==> config.mk <==
export PLATFORM = sky130hd
export DESIGN_NAME = prefetch_issue_queue
export DESIGN_NICKNAME = d
export VERILOG_FILES = /design/src/rtl/prefetch_pkg.sv /design/src/rtl/pf_addr_history.sv /design/src/rtl/prefetch_issue_queue.sv
export SDC_FILE = /design/constraint.sdc
export NUM_CORES = 1
export LEC_CHECK = 0
export ABC_CLOCK_PERIOD_IN_PS = 12700
export BUFFER_PORTS_ARGS = -buffer_cell sky130_fd_sc_hd__buf_2
export CORE_MARGIN = 8
export CORE_UTILIZATION = 43
export CTS_CLUSTER_SIZE = 8
export DETAILED_ROUTE_END_ITERATION = 10
export PLACE_DENSITY = 0.68
export SETUP_SLACK_MARGIN = 0.1
export SLEW_MARGIN = 5
export SYNTH_ARGS = -nofsm -noshare
export SYNTH_HDL_FRONTEND = slang
export SYNTH_SLANG_ARGS = --single-unit
==> constraint.sdc <==
create_clock -name clock -period 12.7 [get_ports clock]
set_clock_uncertainty 0.1 [all_clocks]
set_input_delay 0.635 -clock clock [delete_from_list [all_inputs] [get_ports clock]]
set_output_delay 0.635 -clock clock [all_outputs]
set_load 0.01 [all_outputs]
==> src/rtl/prefetch_pkg.sv <==
// Shared constants, address type and saturating-counter helper for the prefetch issue queue.
package prefetch_pkg;

  localparam int unsigned AddrWidth = 32;
  localparam int unsigned CntWidth  = 16;

  typedef logic [AddrWidth-1:0] addr_t;
  typedef logic [CntWidth-1:0]  cnt_t;

  // Increment that sticks at all-ones instead of wrapping.
  function automatic cnt_t sat_inc(input cnt_t v);
    return (&v) ? v : v + CntWidth'(1);
  endfunction

endpackage

==> src/rtl/pf_addr_history.sv <==
// Shift register of the most recently issued prefetch addresses with a parallel lookup.
module pf_addr_history
  import prefetch_pkg::*;
#(
  parameter int unsigned ADDR_WIDTH = AddrWidth,
  parameter int unsigned HIST       = 4
) (
  input  logic                  clock,
  input  logic                  reset,
  input  logic                  clear,
  input  logic                  insert_valid,
  input  logic [ADDR_WIDTH-1:0] insert_addr,
  input  logic [ADDR_WIDTH-1:0] lookup_addr,
  output logic                  hit
);

  logic [ADDR_WIDTH-1:0] hist_q [HIST];
  logic [HIST-1:0]       valid_q;

  // Valid bits shift with the data; entry 0 is the newest.
  always_ff @(posedge clock) begin
    if (reset || clear) begin
      valid_q <= '0;
    end else if (insert_valid) begin
      valid_q[0] <= 1'b1;
      for (int unsigned i = 1; i < HIST; i++) begin
        valid_q[i] <= valid_q[i-1];
      end
    end
  end

  // Address storage; contents are meaningless where the valid bit is clear.
  always_ff @(posedge clock) begin
    if (insert_valid) begin
      hist_q[0] <= insert_addr;
      for (int unsigned i = 1; i < HIST; i++) begin
        hist_q[i] <= hist_q[i-1];
      end
    end
  end

  // Match the lookup address against every valid entry.
  always_comb begin
    hit = 1'b0;
    for (int unsigned i = 0; i < HIST; i++) begin
      if (valid_q[i] && (hist_q[i] == lookup_addr)) begin
        hit = 1'b1;
      end
    end
  end

endmodule

==> src/rtl/prefetch_issue_queue.sv <==
// FIFO between the prefetcher and memory: filters duplicates against queued and recently
// issued addresses, drops on full, and issues head-first with a valid/ready handshake.
module prefetch_issue_queue
  import prefetch_pkg::*;
#(
  parameter int unsigned ADDR_WIDTH = AddrWidth,
  parameter int unsigned DEPTH      = 8,
  parameter int unsigned HIST       = 4
) (
  input  logic                  clock,
  input  logic                  reset,
  input  logic                  pf_valid_i,
  input  logic [ADDR_WIDTH-1:0] pf_address_i,
  input  logic                  flush_i,
  output logic                  mem_valid_o,
  output logic [ADDR_WIDTH-1:0] mem_address_o,
  input  logic                  mem_ready_i,
  output logic                  overflow_o,
  output logic [CntWidth-1:0]   drop_cnt_o,
  output logic [CntWidth-1:0]   dup_cnt_o
);

  localparam int unsigned PtrW = $clog2(DEPTH);
  localparam int unsigned CntW = PtrW + 1;

  logic [ADDR_WIDTH-1:0] queue_q [DEPTH];
  logic [PtrW-1:0]       rd_q, wr_q;
  logic [CntW-1:0]       count_q;
  logic                  overflow_q;
  cnt_t                  drop_q, dup_q;

  logic            empty, full, pop, push, dup, drop_full, q_hit, h_hit;
  logic [PtrW-1:0] off;

  assign empty = (count_q == '0);
  assign full  = (count_q == CntW'(DEPTH));

  // A pop during flush is suppressed so the issued address never reaches history.
  assign pop = !empty && mem_ready_i && !flush_i;

  // Compare the incoming address against occupied queue slots; the popping head is included.
  always_comb begin
    q_hit = 1'b0;
    off   = '0;
    for (int unsigned i = 0; i < DEPTH; i++) begin
      off = PtrW'(i) - rd_q;
      if (({1'b0, off} < count_q) && (queue_q[i] == pf_address_i)) begin
        q_hit = 1'b1;
      end
    end
  end

  pf_addr_history #(
    .ADDR_WIDTH (ADDR_WIDTH),
    .HIST       (HIST)
  ) u_history (
    .clock        (clock),
    .reset        (reset),
    .clear        (flush_i),
    .insert_valid (pop),
    .insert_addr  (queue_q[rd_q]),
    .lookup_addr  (pf_address_i),
    .hit          (h_hit)
  );

  // Duplicate wins over full; a simultaneous pop frees the slot for a full queue.
  assign dup       = pf_valid_i && !flush_i && (q_hit || h_hit);
  assign push      = pf_valid_i && !flush_i && !(q_hit || h_hit) && (!full || pop);
  assign drop_full = pf_valid_i && !flush_i && !(q_hit || h_hit) && full && !pop;

  // Pointer and occupancy update.
  always_ff @(posedge clock) begin
    if (reset || flush_i) begin
      rd_q    <= '0;
      wr_q    <= '0;
      count_q <= '0;
    end else begin
      if (push) wr_q <= wr_q + PtrW'(1);
      if (pop)  rd_q <= rd_q + PtrW'(1);
      if (push && !pop)      count_q <= count_q + CntW'(1);
      else if (pop && !push) count_q <= count_q - CntW'(1);
    end
  end

  // Queue storage write.
  always_ff @(posedge clock) begin
    if (push && !reset) begin
      queue_q[wr_q] <= pf_address_i;
    end
  end

  // Drop statistics; flush clears the sticky flag but keeps the counters.
  always_ff @(posedge clock) begin
    if (reset) begin
      overflow_q <= 1'b0;
      drop_q     <= '0;
      dup_q      <= '0;
    end else begin
      if (dup)       dup_q  <= sat_inc(dup_q);
      if (drop_full) drop_q <= sat_inc(drop_q);
      if (flush_i)        overflow_q <= 1'b0;
      else if (drop_full) overflow_q <= 1'b1;
    end
  end

  assign mem_valid_o   = !empty;
  assign mem_address_o = empty ? '0 : queue_q[rd_q];
  assign overflow_o    = overflow_q;
  assign drop_cnt_o    = drop_q;
  assign dup_cnt_o     = dup_q;

endmodule

==> out/summary.txt <==
======================================================================================================
Top cell by count, worst path ........................................................... sky130_fd_sc_hd__or3_1
HPWL reported at the end of detailed placement ..........................................      46.1 mm
Via count of the first global-routing pass ..............................................       12,900
Total clock buffers created by CTS ......................................................           60
Post-CTS Hold Buffers ...................................................................            0
Placer's final routability congestion estimate ..........................................        0.981
DR DRC count ............................................................................            0
Port bufs ...............................................................................          102
Static leakage ..........................................................................   0.00753 µW
Final setup viols .......................................................................            0
Fraction of synthesis flops using an asynchronous set or reset pin ......................           0%
Post-DR wirelength/cell .................................................................      29.1 µm
Achievable clock frequency ..............................................................      202 MHz
First-pass iteration count of the detailed router .......................................            5
Insertion delay of the later-clocked pin in the worst-skew pair .........................       650 ps
Most frequently used cell type in the post-synthesis netlist ............................ sky130_fd_sc_hd__edfxtp_1
Clock tree sinks ........................................................................          434
Post-synth top cells .................................................................... sky130_fd_sc_hd__edfxtp_1 (384), sky130_fd_sc_hd__xnor2_1 (291), sky130_fd_sc_hd__xor2_1 (99), sky130_fd_sc_hd__nand4_1 (84), sky130_fd_sc_hd__mux4_2 (64)
Synthesis-to-finish area growth .........................................................        12.3%
Floorplan die height ....................................................................       238 µm
Initial Utilization .....................................................................        43.5%
Post-route total power ..................................................................      3320 µW
Mean area per synthesized cell ..........................................................     14.6 µm²
CP Data Arrival Time ....................................................................      5410 ps
Met2 Track Usage GR .....................................................................        36.2%
First-pass GRT wire length ..............................................................      92.1 mm
Total Routed Length .....................................................................      65.1 mm
Core region area ........................................................................   48,800 µm²
Total number of vias ....................................................................       13,200
Depth of the CTS H-tree .................................................................            2
Number of DRC violations after detailed-routing iteration 0 .............................        1,884
TritonCTS clock tree ....................................................................        built
Avg Vias per Cell .......................................................................         5.89
Unrepaired setup endpoints after global routing .........................................           no
Element type at the critical path start ................................................. primary input
Bufs on Longest Clock Path ..............................................................            3
Top FF cell, synth ...................................................................... sky130_fd_sc_hd__edfxtp_1
# IOs ...................................................................................          103
Layout cells sized above 1 ..............................................................        20.2%
Clock transition at the register clock pins on the worst setup and hold paths after CTS .        60 ps
Post-CTS setup repair buffer count ......................................................            0
Final count of hold timing violations ...................................................            0
Main area contributors after synthesis .................................................. sky130_fd_sc_hd__edfxtp_1 (54%), sky130_fd_sc_hd__xnor2_1 (12%), sky130_fd_sc_hd__mux4_2 (6.8%)
Count of synthesis-stage warnings from yosys ............................................            0
Headroom to the max-slew limit ..........................................................        23.0%
Fraction of the yosys area taken by sequential cells ....................................        59.0%
Maximum vdd drop ........................................................................       108 µV
Portion of the clock cycle consumed by the worst path in the final layout ...............        39.0%
Time the final worst path needs with I/O delays and setup ...............................      4950 ps
Number of storage elements in the synthesis netlist .....................................          434
Ordered list of cells on the worst path ................................................. buf_2 > xor2_1 > nor4_1 > nand4_1 > or3_1 > o2111ai_2 > or3_1 > buf_4 > nor2_1 > ha_1 > inv_1 > ha_1 > a21o_1 > a21oi_1 > xnor2_1 > or3_1 > a21oi_1
Actual slew at the worst max-slew pin ...................................................      1150 ps
Die Area ................................................................................   56,700 µm²
Total GRT Usage .........................................................................        22.4%
Met1 Track Usage GR .....................................................................        30.1%
Final Slew Violations ...................................................................            0
GRT overflow ............................................................................            0
Number of gates given a new drive strength after cts ....................................            0
Sum Neg Setup Slack .....................................................................         0 ps
Die Wd ..................................................................................       238 µm
Kind of path behind the tightest hold check ............................................. flop to flop
FP Rows .................................................................................           81
Category of the critical setup timing path .............................................. primary input to flop
Highest-utilization routing layer at the global route stage .............................         met2
Met3 usage in global routing ............................................................        3.69%
Cell accounting for the most synthesized area ........................................... sky130_fd_sc_hd__edfxtp_1
Largest stage delay on the critical path ................................................       830 ps
Outcome ................................................................................. finished, final reports clean
Nature of the critical path endpoint ....................................................         flop
Cell count after synthesis ..............................................................        1,451
Clock root buffer ....................................................................... sky130_fd_sc_hd__clkbuf_16
Cell variety after synth ................................................................           60
Maximum number of pins on one net before global-route repair ............................           80
Data required time of the critical path .................................................    13,160 ps
Max-Cap Viols ...........................................................................            0
Number of synthesized flops with an enable pin ..........................................          384
CP Max Fanout ...........................................................................           53
DRT antenna net count ...................................................................            0
Synthesized netlist net count ...........................................................        1,509
Post-synthesis cell area ................................................................   21,200 µm²
Antenna violations before repair ........................................................            1
CP max stage cell ....................................................................... sky130_fd_sc_hd__nor4_1
Power density normalized to cell area ...................................................   139 nW/µm²
Fraction of synthesized cell area taken by the top area cell type .......................        54.3%
Nets@finish .............................................................................        1,613
======================================================================================================
## logic make-up after synthesis
logic type,after synthesis,synth area share [%]
adder cells (fa/ha/maj),21,1.27
AO/OA/AOI/OAI,94,3.06
multiplexers,103,8.84
AND/OR/NAND/NOR,307,8.66
flip-flops,434,59.0
buffers and inverters,102,3.04
XOR/XNOR,390,16.1
## registers in the layout, indices dropped and copies added (netlist names), named ones only
signal,count
count_q,4
drop_cnt_o,16
dup_cnt_o,16
overflow_o,1
queue_q,256
rd_q,3
u_history.hist_q,128
u_history.valid_q,4
wr_q,3
## metal layers
| layer | part of all wire, % | routed length [µm] |
|---|---|---|
| met1 | 41 | 26500 |
| met2 | 48 | 31000 |
| met3 | 7.8 | 5100 |
| met4 | 3.7 | 2420 |
| met5 | 0.018 | 12 |
## final timing paths
kind / startpoint / end / slack [ps] / depth (start not counted)
hold / removal: u_history.hist_q[0][0] / u_history.hist_q[1][0] / 350 / 0
setup / recovery: pf_address_i[16] / count_q[3] / 7750 / 17
setup reg to reg: u_history.hist_q[1][16] / count_q[3] / 7820 / 16
hold reg to reg: u_history.hist_q[0][0] / u_history.hist_q[1][0] / 350 / 0
## layout by cell type (no fill, tap or decap), types with 3 or more instances in the layout
cell / instances
sky130_fd_sc_hd__and3_2: 3
sky130_fd_sc_hd__o31ai_1: 14
sky130_fd_sc_hd__nor3_1: 12
sky130_fd_sc_hd__a21o_1: 3
sky130_fd_sc_hd__edfxtp_1: 384
sky130_fd_sc_hd__a31o_2: 9
sky130_fd_sc_hd__mux2_2: 35
sky130_fd_sc_hd__o21ai_0: 7
sky130_fd_sc_hd__nor4_1: 38
sky130_fd_sc_hd__or3_1: 5
sky130_fd_sc_hd__a21oi_1: 38
sky130_fd_sc_hd__nand2b_1: 7
sky130_fd_sc_hd__o211ai_1: 4
sky130_fd_sc_hd__xnor2_1: 291
sky130_fd_sc_hd__nor4b_2: 3
sky130_fd_sc_hd__clkbuf_16: 60
sky130_fd_sc_hd__buf_2: 102
sky130_fd_sc_hd__mux4_2: 64
sky130_fd_sc_hd__dfxtp_1: 47
sky130_fd_sc_hd__or4_1: 14
sky130_fd_sc_hd__nor4_2: 4
sky130_fd_sc_hd__inv_1: 28
sky130_fd_sc_hd__clkbuf_1: 10
sky130_fd_sc_hd__buf_4: 14
sky130_fd_sc_hd__and3_1: 13
sky130_fd_sc_hd__xor2_1: 99
sky130_fd_sc_hd__mux2i_1: 3
sky130_fd_sc_hd__ha_1: 20
sky130_fd_sc_hd__nand3_1: 17
sky130_fd_sc_hd__and2_1: 34
sky130_fd_sc_hd__nand2_1: 29
sky130_fd_sc_hd__nand4_1: 84
sky130_fd_sc_hd__nor2_1: 25
sky130_fd_sc_hd__nor2b_1: 6
## worst max-delay path, delay by kind of cell
kind	cells	cell delay, ps
xor gates and xnor gates	2	360
buffers and inverters	3	990
adders and majority gates	2	510
and+or+nand+nor	6	2240
AOI/OAI and AO/OA	4	630
## report_power, final
part / switching [µW] / internal [µW]
clock: 598 / 860
sequential: 17.0 / 1580
combinational: 174 / 90.2
total: 789 / 2530
## through the flow
stage               hold slack [ps]  setup WS (ps)  utilization (%)  cells  instance area [µm²]
finish                          353           7750             48.8   2233                23800
global route                    373           7560             48.8   2232                23800
CTS                             357           7950             48.8   2232                23800
detailed placement              354           7360             45.4   2157                22200
global placement                334           7340             45.4   2157                22200
floorplan                       326           4310                -   1451                21200
## layout make-up
type | instances | area, µm²
repair buffers | 116 | 616
clock buffers | 70 | 1540
diodes | 1 | 2.50
well taps | 664 | 831
inverters | 28 | 105
fillers | 4259 | 25000
flip-flops and latches | 434 | 12500
clock inverters | 5 | 110
multi-input cells | 915 | 8090
Note: power is estimated with default switching activity, not from simulation.
